## src/rtl/pipeline_stall_ctrl.sv

```systemverilog
// Pipeline sequencer: derives per-stage enable/flush strobes from cache completion,
// load-use and redirect, remembers which cache already answered during a stall.
module pipeline_stall_ctrl #(
  parameter int CNT_WIDTH = 32
) (
  input  logic                 clk,
  input  logic                 rst,
  input  logic                 imem_resp,
  input  logic                 dmem_req,
  input  logic                 dmem_resp,
  input  logic                 load_use,
  input  logic                 redirect,
  output logic                 imem_read,
  output logic                 dmem_en,
  output logic                 pc_en,
  output logic                 ifid_en,
  output logic                 idex_en,
  output logic                 exmem_en,
  output logic                 memwb_en,
  output logic                 ifid_flush,
  output logic                 idex_flush,
  output logic [CNT_WIDTH-1:0] stall_cnt,
  output logic [CNT_WIDTH-1:0] flush_cnt
);

  typedef enum logic {ST_INIT, ST_RUN} state_t;

  state_t               state_q, state_d;
  logic                 i_done_q, i_done_d;
  logic                 d_done_q, d_done_d;
  logic [CNT_WIDTH-1:0] stall_cnt_q, stall_cnt_d;
  logic [CNT_WIDTH-1:0] flush_cnt_q, flush_cnt_d;
  logic                 i_ok, d_ok, advance;

  function automatic logic [CNT_WIDTH-1:0] sat_inc(input logic [CNT_WIDTH-1:0] v);
    logic [CNT_WIDTH-1:0] one;
    one = {{(CNT_WIDTH-1){1'b0}}, 1'b1};
    return (&v) ? v : v + one;
  endfunction

  assign i_ok    = imem_resp | i_done_q;
  assign d_ok    = ~dmem_req | dmem_resp | d_done_q;
  assign advance = i_ok & d_ok;

  always_comb begin
    state_d     = state_q;
    i_done_d    = i_done_q;
    d_done_d    = d_done_q;
    stall_cnt_d = stall_cnt_q;
    flush_cnt_d = flush_cnt_q;
    imem_read   = 1'b0;
    dmem_en     = 1'b0;
    pc_en       = 1'b0;
    ifid_en     = 1'b0;
    idex_en     = 1'b0;
    exmem_en    = 1'b0;
    memwb_en    = 1'b0;
    ifid_flush  = 1'b0;
    idex_flush  = 1'b0;
    case (state_q)
      ST_INIT: begin
        ifid_flush = 1'b1;
        idex_flush = 1'b1;
        state_d    = ST_RUN;
      end
      ST_RUN: begin
        imem_read = ~i_done_q;
        dmem_en   = dmem_req & ~d_done_q;
        if (advance) begin
          i_done_d = 1'b0;
          d_done_d = 1'b0;
          idex_en  = 1'b1;
          exmem_en = 1'b1;
          memwb_en = 1'b1;
          // Redirect wins over load-use: the ID instruction is on the wrong path.
          if (redirect) begin
            pc_en       = 1'b1;
            ifid_en     = 1'b1;
            ifid_flush  = 1'b1;
            idex_flush  = 1'b1;
            flush_cnt_d = sat_inc(flush_cnt_q);
          end else if (load_use) begin
            idex_flush = 1'b1;
          end else begin
            pc_en   = 1'b1;
            ifid_en = 1'b1;
          end
        end else begin
          i_done_d    = i_done_q | imem_resp;
          d_done_d    = d_done_q | dmem_resp;
          stall_cnt_d = sat_inc(stall_cnt_q);
        end
      end
      default: state_d = ST_INIT;
    endcase
  end

  always_ff @(posedge clk) begin
    if (rst) begin
      state_q     <= ST_INIT;
      i_done_q    <= 1'b0;
      d_done_q    <= 1'b0;
      stall_cnt_q <= '0;
      flush_cnt_q <= '0;
    end else begin
      state_q     <= state_d;
      i_done_q    <= i_done_d;
      d_done_q    <= d_done_d;
      stall_cnt_q <= stall_cnt_d;
      flush_cnt_q <= flush_cnt_d;
    end
  end

  assign stall_cnt = stall_cnt_q;
  assign flush_cnt = flush_cnt_q;

endmodule

```

## config.mk

```make
export PLATFORM = sky130hd
export DESIGN_NAME = pipeline_stall_ctrl
export DESIGN_NICKNAME = d
export VERILOG_FILES = /design/src/rtl/pipeline_stall_ctrl.sv
export SDC_FILE = /design/constraint.sdc
export NUM_CORES = 1
export LEC_CHECK = 0
export BUFFER_PORTS_ARGS = -buffer_cell sky130_fd_sc_hd__buf_4
export CORE_ASPECT_RATIO = 1.25
export CORE_MARGIN = 10
export CORE_UTILIZATION = 50
export CTS_CLUSTER_SIZE = 30
export DETAILED_ROUTE_END_ITERATION = 7
export PLACE_DENSITY = 0.77
export SLEW_MARGIN = 20
export SYNTH_ARGS = -nofsm -noshare
export SYNTH_HDL_FRONTEND = slang
export SYNTH_SLANG_ARGS = --single-unit
```

## constraint.sdc

```tcl
create_clock -name clk -period 5.7 [get_ports clk]
set_input_delay 0.285 -clock clk [delete_from_list [all_inputs] [get_ports clk]]
set_output_delay 0.285 -clock clk [all_outputs]
set_load 0.02 [all_outputs]
```

After elaboration in Yosys (flattened, before gate mapping)
Index checks and enable logic that the tools add are counted.
{ "classes": {"n_addsub": 2, "n_mux": 18, "bitwise_logic": 13, "reduce_logical": 4} }
{ "op_table": {"columns": ["cell", "n"], "rows": [
  ["adder 32 x 1 -> 32 bit (second input constant)", 2],
  ["AND reduction 32 bit", 2],
  ["2-to-1 mux 1 bit", 16],
  ["NOT 1 bit", 7],
  ["OR 1 bit", 4],
  ["one-hot mux 1 bit (2 select lines)", 2],
  ["AND reduction 4 bit", 1],
  ["AND reduction 3 bit", 1],
  ["AND 1 bit", 2]
]} }
{ "word_totals": {"register_bits": 67, "in_bits": 7} }

Longest topological paths before layout
{ "depth": {"ltp_word": 6, "mapped_depth": 8} }

Worst setup path after synthesis
Ideal clock, no wire load.
{ "synth_path": {"path_kind": "register -> register", "start": "register flush_cnt_q[0] (netlist: flush_cnt[0])", "end": "register flush_cnt_q[24] (netlist: flush_cnt[24])", "arrival_time_ns": 2.316, "slack_ns": 3.261, "path_stages_with_launch": 8, "cell_sequence": "dfxtp_1 ha_1 nand3_1 or2_0 clkbuf_1 a311oi_2 nor3b_1 mux2_1"} }
{ "synth_between": {"elab_chain_cells": 3, "word_cells_on_any_way": 4, "cone_classes": "add/sub (1); bitwise (1); reduce/logical (2)"} }
{ "synth_rtl": {"columns": ["element", "line", "text"], "rows": [
  ["from (decl)", "32", "logic [CNT_WIDTH-1:0] flush_cnt_q, flush_cnt_d;"],
  ["from (signal assigned)", "110", "flush_cnt_q <= flush_cnt_d;"],
  ["parallel branches: the longest is 3 deep, another holds adder 32 x 1 -> 32 bit", null, null]
]} }
Several ways; the timed one is not identified.
A chain may end at the register's enable or synchronous reset.

Worst setup path in the final report
{ "layout_path": {"start": "register flush_cnt_q[11] (netlist: flush_cnt[11])", "end": "register flush_cnt_q[2] (netlist: flush_cnt[2])"} }
{ "layout_between": {"elab_chain_cells": 3} }
{ "layout_rtl": {"columns": ["element", "line", "text"], "rows": [
  ["AND reduction 32 bit", "38", "return (&v) ? v : v + one;"],
  ["NOT 1 bit (no line)", null, null],
  ["AND reduction 4 bit (no line)", null, null]
]} }
Every way passes these cells.

==> flow_summary.toml <==
[clocking]
cts_buffers = 9
max-clock-path-buffers = 2
tritoncts = "yes"
ctsResizeCount = 0
clockRootBuffer = "clkbuf_8"
cts_hold_buf = 0
htreeDepth = 3
cts.sinks = 67
clk_latency_ns = 0.34
clk_pin_slew_ns = 0.08
post_cts_buffers = 0

[sta]
tns_ns = 0
finalMaxSlewViolations = 0
max_slew_margin = 0.392
fin_skew_ns = 0.0120
hold_violations = 0
finalSetupViolCount = 0
max_freq_mhz = 362
finalCritPeriodShare = 0.485
grt_setup_unrepaired = "false"
worstMarginPinSlew_ns = 0.907
period_minus_slack_ns = 2.76

[setup_path]
end_kind = "flip-flop"
path_buf_inv = 0
critPathSlowestCell = "o31ai_2"
crit_type = "flip-flop to flip-flop"
path_cells = "nand4_2 -> or4_1 -> o31ai_2 -> nor2_1 -> mux2_1"
worst-endpoint-required_ns = 5.93
path_delay_family = "simple AND/OR/NAND/NOR gates"
cp_data_arrival_time_ns = 2.99
start_kind = "flip-flop"
critPathMaxFanout = 14
cpPeakStageDelay_ns = 0.81

[pwr]
peakVddDrop_v = 0.000148
power_density_nw_per_um2 = 214
power.leakage_nw = 1.57
report.power.total_mw = 0.927

[global_route]
antenna_found_initial = 0
grt_max_degree = 82
gr-total-overflow = 0
grt.total_usage = 0.166
grt_pass1_vias = 3342
grt_pass1_wl_um = 15000

[route]
drtPass1Iterations = 4
finalWirelength_um = 9390
dr.first_iter.drc_count = 139
drt-vias-per-instance = 6.02
ant_nets = 0
avgRoutedWirePerCell_um = 15.9
via_count = 3557
drc = 0

[placement]
place_congestion = 0.885
io_buffers = 79
hpwl_um = 6860

[outcome]
status = "finished, final reports clean"

[synth]
ys_seq_elements = 67
yosys.area.top_type_share = 0.379
async_reset_ff_frac = 0
netlist_area_um2 = 3540
yosys-top-cells-count = "67 x dfxtp_1, 45 x a21oi_1, 30 x nor2_1"
synth_edf_count = 0
syn_area_per_cell_um2 = 8.19
netlist_top_cells_area = "dfxtp_1 38%, a21oi_1 6.4%, or3_1 5.1%"
synth_ff_type = "dfxtp_1"
yosysSeqAreaShare = 0.379
yosysMostFrequentCell = "dfxtp_1"
synth_warnings = 0
syn-instance-count = 432
syn_nets = 441
synth_cell_types = 52
synth_top_cell_by_area = "dfxtp_1"

[final_layout]
fin_nets = 506
seqCellArea_um2 = 1340
diodes = 0
multi_input_area_um2 = 2050
area_delta_synth_final_pct = 22.5
drive_above_1_share = 0.222
fillerInstances = 626

[floorplanning]
ioPinCount = 80
die_x_um = 95.2
std_cell_rows = 34
die-area_um2 = 10900
initial_core_util = 0.510
die_h_um = 114
coreArea_um2 = 6930

[run]
maxCapViolations = 0

[hold_path]
hold_class = "primary input to flip-flop"
path summary, 6_finish.rpt:
kind,slack [ns],start,cells after the start,endpoint
max,2.94,flush_cnt[11]$_SDFFE_PP0P_,5,flush_cnt[2]$_SDFFE_PP0P_
min,0.26,dmem_resp,3,d_done_q$_SDFFE_PP0P_
max reg2reg,2.94,flush_cnt[11]$_SDFFE_PP0P_,5,flush_cnt[2]$_SDFFE_PP0P_
min reg2reg,0.51,flush_cnt[31]$_SDFFE_PP0P_,2,flush_cnt[31]$_SDFFE_PP0P_
cell families after synthesis:
kind of cell / count (synthesis) / share of synthesized area
buffers and inverters: 34 / 0.0446
muxes: 14 / 0.0442
xor gates and xnor gates: 6 / 0.0149
AOI/OAI and AO/OA: 105 / 0.181
adders and majority gates: 2 / 0.00707
DFF: 67 / 0.379
and+or+nand+nor: 204 / 0.329
report_power, final:
group	internal (mW)	switching [mW]
logic	0.0167	0.0312
clock network	0.223	0.182
registers	0.470	0.00370
metal layers:
layer | GRT usage | vias up | wire length, um
li1 | - | 1760 | -
met4 | 0.0680 | 0 | 195
met1 | 0.191 | 1684 | 4070
met2 | 0.278 | 97 | 4510
met3 | 0.0473 | 16 | 617
met5 | 0 | - | 0
worst register-to-register path: stages, from the launching register on:
cell,delay [ns]
dfxtp_1,0.45
nand4_2,0.22
or4_1,0.69
o31ai_2,0.81
nor2_1,0.13
mux2_1,0.34
final cells by class:
type / instances / share of cell area
timing repair buffer: 79 / 0.137
inverter: 9 / 0.00780
clock buffer: 11 / 0.0349
multi-input combinational: 331 / 0.473
tap: 90 / 0.0260
sequential: 67 / 0.310
clock inverter: 4 / 0.0116
cells in the final DEF, fill, tap and decap left out, types with 2 or more instances in the layout:
| cell | count |
|---|---|
| nand4_1 | 23 |
| xor2_1 | 4 |
| nand3_1 | 21 |
| clkbuf_8 | 11 |
| nor3_1 | 8 |
| and4_1 | 5 |
| ha_1 | 2 |
| o31ai_1 | 15 |
| mux2_2 | 7 |
| nor4_2 | 2 |
| nand2_1 | 28 |
| a21o_1 | 4 |
| nor4_1 | 6 |
| and3_1 | 9 |
| or3_1 | 29 |
| a21oi_1 | 45 |
| inv_1 | 9 |
| dfxtp_1 | 67 |
| nor2b_1 | 13 |
| mux2_1 | 6 |
| clkinvlp_4 | 2 |
| o211ai_1 | 4 |
| nor3b_1 | 2 |
| or4_1 | 17 |
| o2111ai_1 | 2 |
| buf_4 | 79 |
| o21ai_0 | 24 |
| or2_2 | 2 |
| nor2_1 | 30 |
| xnor2_1 | 2 |
per-stage QoR:
step	setup WS (ns)	util	cells	hold slack (ns)	area, um^2
3_3_place_gp	3.06	0.594	576	0.483	4120
6_report	2.94	0.625	591	0.258	4330
3_5_place_dp	2.95	0.595	576	0.493	4130
2_1_floorplan	3.26	-	432	0.478	3540
5_1_grt	2.77	0.625	591	0.295	4330
4_1_cts	2.93	0.624	591	0.254	4330
registers in the layout, summed over array words and instances, names as in the netlist:
signal,count
d_done_q,1
state_q,1
flush_cnt,32
stall_cnt,32
i_done_q,1
(Power assumes the default switching activity.)
